===== config.mk =====
export PLATFORM = sky130hd
export DESIGN_NAME = decoder
export DESIGN_NICKNAME = d
export VERILOG_FILES = /design/src/rtl/decoder.sv
export SDC_FILE = /design/constraint.sdc
export NUM_CORES = 1
export LEC_CHECK = 0
export BUFFER_PORTS_ARGS = -buffer_cell sky130_fd_sc_hd__buf_2
export CORE_MARGIN = 10
export CORE_UTILIZATION = 45
export CTS_BUF_LIST = sky130_fd_sc_hd__clkbuf_4
export DETAILED_ROUTE_END_ITERATION = 12
export PLACE_DENSITY = 0.73
export SYNTH_ARGS = -nofsm -noshare
export SYNTH_HDL_FRONTEND = slang
export SYNTH_SLANG_ARGS = --single-unit

===== constraint.sdc =====
create_clock -name clk_i -period 1.1 [get_ports clk_i]
set_clock_uncertainty 0.1 [all_clocks]
set_input_delay 0.055 -clock clk_i [delete_from_list [all_inputs] [get_ports clk_i]]
set_output_delay 0.055 -clock clk_i [all_outputs]
set_load 0.005 [all_outputs]

===== src/rtl/decoder.sv =====
// Registered 10b->8b line decoder: two independent 5-bit symbols decode to one nibble each.
// Also reports the popcount of each half and flags illegal symbols.
module decoder (
  input  logic       clk_i,
  input  logic       rst_ni,
  input  logic       enable_i,
  input  logic [9:0] data_i,
  output logic [7:0] out8b_o,
  output logic [2:0] pop_h,
  output logic [2:0] pop_l,
  output logic       valid_o,
  output logic       code_err_o
);

  // Returns {illegal, nibble}; every weight-2/3 symbol has a mapping.
  function automatic logic [4:0] dec_sym(input logic [4:0] c);
    logic [4:0] r;
    case (c)
      5'b00011: r = 5'b0_0011;
      5'b00101: r = 5'b0_0101;
      5'b00110: r = 5'b0_0110;
      5'b01001: r = 5'b0_1001;
      5'b01010: r = 5'b0_1010;
      5'b01100: r = 5'b0_1100;
      5'b00111: r = 5'b0_0111;
      5'b01011: r = 5'b0_1011;
      5'b01101: r = 5'b0_1101;
      5'b01110: r = 5'b0_1110;
      5'b10001: r = 5'b0_0001;
      5'b10010: r = 5'b0_0010;
      5'b10100: r = 5'b0_0100;
      5'b11000: r = 5'b0_1000;
      5'b11100: r = 5'b0_1111;
      5'b10011: r = 5'b0_0000;
      5'b10101: r = 5'b0_1010;
      5'b10110: r = 5'b0_1001;
      5'b11001: r = 5'b0_0110;
      5'b11010: r = 5'b0_0101;
      default:  r = 5'b1_0000;
    endcase
    return r;
  endfunction

  function automatic logic [2:0] pop5(input logic [4:0] c);
    logic [2:0] n;
    n = 3'd0;
    for (int i = 0; i < 5; i++) begin
      n = n + {2'b00, c[i]};
    end
    return n;
  endfunction

  logic [4:0] dec_h;
  logic [4:0] dec_l;

  always_comb begin
    dec_h = dec_sym(data_i[9:5]);
    dec_l = dec_sym(data_i[4:0]);
  end

  always_ff @(posedge clk_i or negedge rst_ni) begin
    if (!rst_ni) begin
      out8b_o    <= 8'h00;
      pop_h      <= 3'd0;
      pop_l      <= 3'd0;
      valid_o    <= 1'b0;
      code_err_o <= 1'b0;
    end else if (enable_i) begin
      out8b_o    <= {dec_h[3:0], dec_l[3:0]};
      pop_h      <= pop5(data_i[9:5]);
      pop_l      <= pop5(data_i[4:0]);
      valid_o    <= 1'b1;
      code_err_o <= dec_h[4] | dec_l[4];
    end else begin
      valid_o    <= 1'b0;
    end
  end

endmodule


======== Word-level counts from Yosys, hierarchy flattened ========
Memory sizes are Yosys's and may differ from the RTL's.
Cells that the tools add are included.
word-level totals
  bits in registers ....................... 16
  bits in read-only memories .............. 320
  memories ................................ 2
  logic and storage cells ................. 17
  output and inout port bits .............. 16
memory list
  memory           words  width  read ports  clocked after Yosys merged registers in  write ports  line  text
  (no name shown)  32     5      1           0                                        0            18    case (c)
  (no name shown)  32     5      1           0                                        0            18
cells by class
  mux-type cells .......................... 1
  bitwise logic cells ..................... 1
  add/sub/neg operators ................... 8
operators with widths
  cell                                    number
  3-bit by 1-bit adder with 3-bit output  4
  2-bit by 1-bit adder with 3-bit output  2
  1-bit by 1-bit adder with 2-bit output  2
  1-bit two-way mux                       1
  1-bit bitwise OR                        1

======== Longest topological paths before layout ========
Gate-level depths: netlist of run 1.
  word-level depth ........................ 4
  mapped depth ............................ 8
  depth with buffers taken out ............ 6

======== Worst setup path before layout of run 1 ========
Ideal clock, no wire load.
  path type ............................... input to register
  from .................................... in data_i[3]
  to ...................................... reg pop_l[1]
  path buffers ............................ 2
  cell stages on the path ................. 8
  data required time ...................... 875 ps
  path slack .............................. -840 ps
  arrival ................................. 1715 ps
  path through ............................ buf_6 -> buf_12 -> inv_1 -> fa_1 -> inv_1 -> fa_1 -> ha_1 -> mux2_2
on the way
  longest elaborated chain between the ends .. 2
ends and longest elaborated chain
  item                                                  line  text
  from (decl)                                           7     input logic [9:0] data_i,
  3-bit by 1-bit adder with 3-bit output (2 in series)  48    n = n + {2'b00, c[i]};
  to (signal assigned)                                  71    pop_l <= pop5(data_i[4:0]);
  to (decl)                                             10    output logic [2:0] pop_l,
Every way passes these cells.
A chain may end at the register's enable or synchronous reset.

======== Worst setup path in the final report of run 1 ========
  from .................................... in data_i[0]
  to ...................................... reg pop_l[1]
on the way
  longest elaborated chain between the ends .. 4
ends and longest elaborated chain
  item                                                  line
  1-bit by 1-bit adder with 2-bit output                48
  2-bit by 1-bit adder with 3-bit output                48
  3-bit by 1-bit adder with 3-bit output (2 in series)  48
Every way passes these cells.

==> flow_summary.yaml, run 1 <==
outcome:
  outcome: "complete, but fails checks"
  violations: "negative setup slack"
worst_setup_path:
  crit_path_end_kind: "flop"
  cpMaxStageDelayCell: "fa_1"
  crit_chain: "buf_8, clkinvlp_4, fa_1, inv_2, fa_2, ha_4, mux2_4"
  crit_type: "in2reg"
  cp_num_buf_inv: 3
  r2r-end: "pop_h[2]"
  max_stage_delay_ns: 0.52
  crit_family: "adder cells"
  start_kind: "input port"
  regToRegSetupSlack_ns: 0.23
  critPathRequiredTime_ns: 1.18
  critPathArrivalTime_ns: 1.60
  r2r_start: "pop_h[2]"
  crit_path_start: "data_i[0]"
  reg2reg_depth: 1
  worst-path-max-fanout: 2
logic_synthesis:
  synth_top_area_share_pct: 28.3
  synth_commonest_cells: "dfrtp_1 (16), mux2i_1 (15), ha_1 (14)"
  synthArstFlopShare_pct: 100
  yosys.area.top_type: "dfrtp_1"
  synth_area_mm2: 0.00141
  syn_inst: 139
  syn_area_per_cell_um2: 10.2
  yosys-top-cells-area: "dfrtp_1 (28%), ha_1 (12%), mux2i_1 (11%), mux2_2 (8.0%), fa_1 (5.7%)"
  synth-seq-cells: 16
  synthFlopType: "dfrtp_1"
  syn_nets: 170
  synth_seq_area_share_pct: 28.3
  yosysWarnings: 0
  synth_most_common_cell: "dfrtp_1"
  synth_edf_count: 0
  ys_types: 30
routing:
  top_layer: "met4"
  viasPerCell: 4.97
  drt_iter0_markers: 52
  drc: 0
  wl_met1_um: 1460
  dr_wl_met3_um: 110
  dr_wl_met2_um: 1530
  drtPass1Iterations: 4
  vias: 1147
  post_drt_wl_per_cell_um: 13.8
  antenna_left: 0
  totalWireLength_um: 3180
clocking:
  clock-root-buffer: "clkbuf_4"
  cts.htree.levels: 1
  cts_buffers: 3
  clk_pin_slew_ns: 0.09
  clock_tree.buffer_depth: 2
  cts_sinks: 16
  cts_tree: "yes"
  clock_latency_ns: 0.29
timing:
  min_period_over_period_pct: 138
  finalSetupViolations: 9
  finalHoldViolCount: 0
  min_period_ns: 1.52
  fin_ws_ns: -0.416
  rsz0062_at_grt: "true"
  slew_violations: 0
  setup_tns_ns: -1.99
  worst-slew-pin-transition_ns: 0.350
  relSlewSlack_pct: 76.6
  clock.fmax_ghz: 0.660
run:
  cap_violations: 0
global_routing:
  grt_pass1_vias: 1191
  grt-ovfl-total: 0
  grt_use_total_pct: 10.7
  grt_max_degree: 18
  antenna_found_initial: 0
  grt_pass1_wl_um: 5310
layout:
  nNetsFinal: 219
  seqCellArea_um2: 400
  drive_gt1_share_pct: 49.7
  postLayoutCellArea_mm2: 0.00198
  fill_cells: 230
  diodes: 0
  synthToLayoutAreaGrowth_pct: 40.4
  final_core_util_pct: 65.5
  multi_input_area_mm2: 0.00105
min_path:
  hp-class: "in2async"
die:
  row_count: 20
  fp.coreArea_mm2: 0.00303
  die_x_um: 76.1
  die_y_um: 76.1
  start_util_pct: 46.7
  die-area_mm2: 0.00578
  ios: 29
pwr:
  power_density_mw_per_mm2: 904
  ir_drop_v: 0.000410
  power_leakage_nw: 0.912
placement:
  place.gp.congestion: 0.827
  port_buffers: 28
  dpl-instance-area_mm2: 0.00178
  detailed_place_hpwl_um: 2570
  pre_cts_ws_ns: -0.841
## area by class of cell
cell class	instances	share of cell area, %
Clock buffer	3	1.13
Clock inverter	1	0.189
Inverter	9	2.52
Multi-Input combinational cell	104	52.9
Sequential cell	16	20.2
Tap cell	44	2.77
Timing Repair Buffer	54	20.3
## how the worst max path moves through the flow
stage                     slack (ns)  endpoint  cells after the start
after CTS                      -0.44  pop_l[1]                      7
final                          -0.42  pop_l[1]                      7
after detailed placement       -0.84  pop_l[1]                      7
after global routing           -0.42  pop_l[1]                      7
after floorplan                -0.75  pop_l[1]                      8
after global placement         -0.80  pop_l[1]                      7
## power breakdown
| part | switching (mW) | internal (mW) | leakage, nW | total [mW] |
|---|---|---|---|---|
| logic | 0.336 | 0.414 | 0.706 | 0.751 |
| clock network | 0.179 | 0.132 | 0.0154 | 0.310 |
| registers | 0.0500 | 0.683 | 0.190 | 0.733 |
| total | 0.565 | 1.23 | 0.912 | 1.79 |
## layer usage
layer	up-vias	GRT usage, %
met5	-	0
met4	0	6.13
met3	6	1.53
met2	27	18.2
met1	529	12.6
li1	585	-
## registers in the layout, indices dropped and copies added, names as in the netlist
register,flops
code_err_o,1
out8b_o,8
pop_l,3
pop_h,3
valid_o,1
## placed cells by master (no fill, tap or decap), drive strengths merged, types with 3 or more instances in the layout
master	count
o21ai	11
nand2	5
nor2	13
buf	52
a21oi	7
mux4	3
clkbuf	3
mux2i	15
fa	4
mux2	10
dfrtp	16
inv	8
nand2b	4
ha	14
nand3	4
## what timing repair did
item | CTS | global route
resized for setup | 22 | 12
hold buffers | 2 | 0
buffers inserted | 3 | 4
pin swaps | 10 | 8
setup endpoints to repair | 13 | 15
hold endpoints to repair | 17 | 0
## stage by stage
step	cells	hold slack, ns	total power, mW
global placement	222	-0.127	1.39
finish	231	0.0885	1.79
floorplan	139	-0.341	1.14
CTS	228	0.0876	1.80
detailed placement	222	-0.118	1.42
global route	231	0.118	1.93
## cells by family after synthesis
| family | synth area share [%] |
|---|---|
| AND/OR/NAND/NOR | 10.0 |
| multiplexers | 23.4 |
| AO/OA/AOI/OAI | 11.2 |
| buffers and inverters | 7.79 |
| adder cells (fa/ha/maj) | 18.1 |
| flip-flops | 28.3 |
| XOR/XNOR | 1.24 |
(Power assumes the default switching activity.)
==> inputs of run 2 (changes only) <==
- ABC_AREA: unset -> 1
==> run 2 against run 1 <==
  * The run still ends with negative setup slack left
  * Clock-buffer cell count unchanged
  * Via count increased by 28%
  * Clock power increased by 2%
  * Critical path depth increased by 1
  * Largest power group is now registers
  * Non-clock buffer count increased by 2
  * Global-route usage increased by 1.7 points
  * Highest routed layer unchanged
  * Final cell count increased by 29%
  * Routed wire length increased by 13%
==> flow_summary.yaml, run 2 <==
pwr:
  power_density_mw_per_mm2: 868
  ir_drop_v: 0.00101
  power_leakage_nw: 1.04
  total_power_mw: 1.70
die:
  fp.coreArea_mm2: 0.00303
  row_count: 20
  die-area_mm2: 0.00579
  start_util_pct: 46.7
  die_y_um: 76.1
  die_x_um: 76.1
  ios: 29
logic_synthesis:
  synth_compound_area_share_pct: 6.90
  synthSimpleGateAreaFrac_pct: 36.5
  synth_seq_area_share_pct: 28.3
  ys_types: 24
  muxShareOfSynthArea_pct: 0
  synth_top_area_share_pct: 28.3
  synth_fa_ha_area_share_pct: 18.0
  synth_most_common_cell: "nand2_1"
  yosysWarnings: 0
  synth_commonest_cells: "nand2_1 (70), nand3_1 (23), nor2_1 (19)"
  synth_xor_area_share_pct: 0
  synth_area_mm2: 0.00142
  synthFlopType: "dfrtp_1"
  yosys-top-cells-area: "dfrtp_1 (28%), nand2_1 (19%), ha_1 (12%), nand3_1 (8.1%), fa_1 (5.7%)"
  synth-seq-cells: 16
  synth_top_family_by_area: "simple AND/OR/NAND/NOR gates"
  synth_edf_count: 0
  syn_area_per_cell_um2: 7.04
  syn_inst: 201
  yosys.area.top_type: "dfrtp_1"
  syn_nets: 232
  synthArstFlopShare_pct: 100
clocking:
  cts_sinks: 16
  cts_buffers: 3
  clock_latency_ns: 0.28
  cts_tree: "yes"
  clock_tree.buffer_depth: 2
  clock-root-buffer: "clkbuf_4"
  clk_pin_slew_ns: 0.10
  cts.htree.levels: 1
outcome:
  violations: "negative setup slack"
  outcome: "complete, but fails checks"
routing:
  vias: 1469
  antenna_left: 0
  drt_iter0_markers: 78
  drc: 0
  viasPerCell: 4.93
  drtPass1Iterations: 4
  post_drt_wl_per_cell_um: 12.0
  totalWireLength_um: 3580
layout:
  seqCellArea_um2: 400
  reg_top3: "out8b_o x8, pop_h x3, pop_l x3"
  final_common_cell: "nand2_1"
  largest_reg_flops: 8
  drive_gt1_share_pct: 35.0
  largest_register: "out8b_o"
  final_core_util_pct: 64.8
  fill_cells: 276
  final_cell_mix: "nand2_1 (64), buf_4 (23), nand3_1 (22)"
  diodes: 0
  postLayoutCellArea_mm2: 0.00196
  synthToLayoutAreaGrowth_pct: 38.6
  nNetsFinal: 286
  multi_input_area_um2: 958
timing:
  setup_tns_ns: -0.888
  min_period_over_period_pct: 126
  worst-slew-pin-transition_ns: 0.357
  fin_ws_ns: -0.286
  relSlewSlack_pct: 76.2
  slew_violations: 0
  finalSetupViolations: 6
  clock.fmax_ghz: 0.722
  finalHoldViolCount: 0
  rsz0062_at_grt: "true"
  min_period_ns: 1.39
global_routing:
  antenna_found_initial: 0
  grt-ovfl-total: 0
  grt_max_degree: 17
  grt_use_total_pct: 12.5
  grt_pass1_wl_um: 6410
  grt_pass1_vias: 1438
placement:
  port_buffers: 28
  dpl-instance-area_mm2: 0.00174
  detailed_place_hpwl_um: 2800
  pre_cts_ws_ns: -0.642
  place.gp.congestion: 0.932
worst_setup_path:
  start_kind: "input port"
  r2r-end: "out8b_o[7]"
  r2r_start: "out8b_o[7]"
  crit_type: "in2reg"
  worst-path-max-fanout: 2
  cp-endpoint: "pop_l[1]"
  critPathRequiredTime_ns: 1.19
  crit_path_end_kind: "flop"
  reg2reg_depth: 2
  regToRegSetupSlack_ns: 0.34
  crit_path_start: "data_i[3]"
  critPathArrivalTime_ns: 1.48
min_path:
  hp-class: "in2reg"
run:
  cap_violations: 0
## run 2: cell types whose count changed after synthesis, sizes merged, moves of 3 or more
cell	change
nand2b	-4
mux2	-10
inv	+11
o21ai	-3
nor2	+8
mux2i	-15
nand2	+67
mux4	-3
nand3	+19
## run 2: worst min path at each step
stage,cells past startpoint,startpoint,end
floorplan,0,rst_ni,code_err_o
global placement,1,rst_ni,out8b_o[3]
detailed placement,1,rst_ni,out8b_o[0]
CTS,4,data_i[9],pop_h[0]
global route,2,enable_i,valid_o
finish,2,enable_i,valid_o
## run 2: timing repair
action	CTS	global route
resized for setup	17	20
pin swaps	5	8
endpoints found under the setup margin	7	12
hold endpoints to repair	17	0
hold buffers	2	0
setup buffers	3	1
## run 2: worst max-delay path, stage by stage
cell and delay (ns):
buf_8 0.08, inv_4 0.03, fa_1 0.56, inv_1 0.06, fa_2 0.32, ha_2 0.27
nand2_1 0.05, nand2_1 0.05
## run 2: per-stage QoR
stage | hold WS (ns) | cells
finish | 0.0187 | 298
global route | 0.0168 | 298
CTS | 0.0955 | 297
detailed placement | -0.113 | 289
global placement | -0.117 | 289
floorplan | -0.341 | 201
## run 2: logic make-up after synthesis
logic type,Yosys count
compound gates,19
buf+inv,27
fa+ha+maj,18
simple gates,121
flops,16
## run 2: cell type report
type	instances	share of cell area (%)
well taps	44	2.81
inverters	20	4.27
multi-input cells	158	48.9
repair buffers	56	22.3
clock inverters	1	0.191
clock buffers	3	1.15
flip-flops and latches	16	20.4
## run 2: where the power goes
part	switching, mW	internal (mW)
registers	0.0393	0.669
clock network	0.184	0.132
logic	0.355	0.325
total	0.578	1.13
## run 2: layer usage
metal / track usage (%) / wire length, µm / vias to the layer above
met2: 22.4 / 1800 / 40
met1: 14.4 / 1530 / 677
met5: 0 / 0 / -
met3: 3.89 / 216 / 4
met4: 1.49 / 40 / 0
li1: - / - / 748
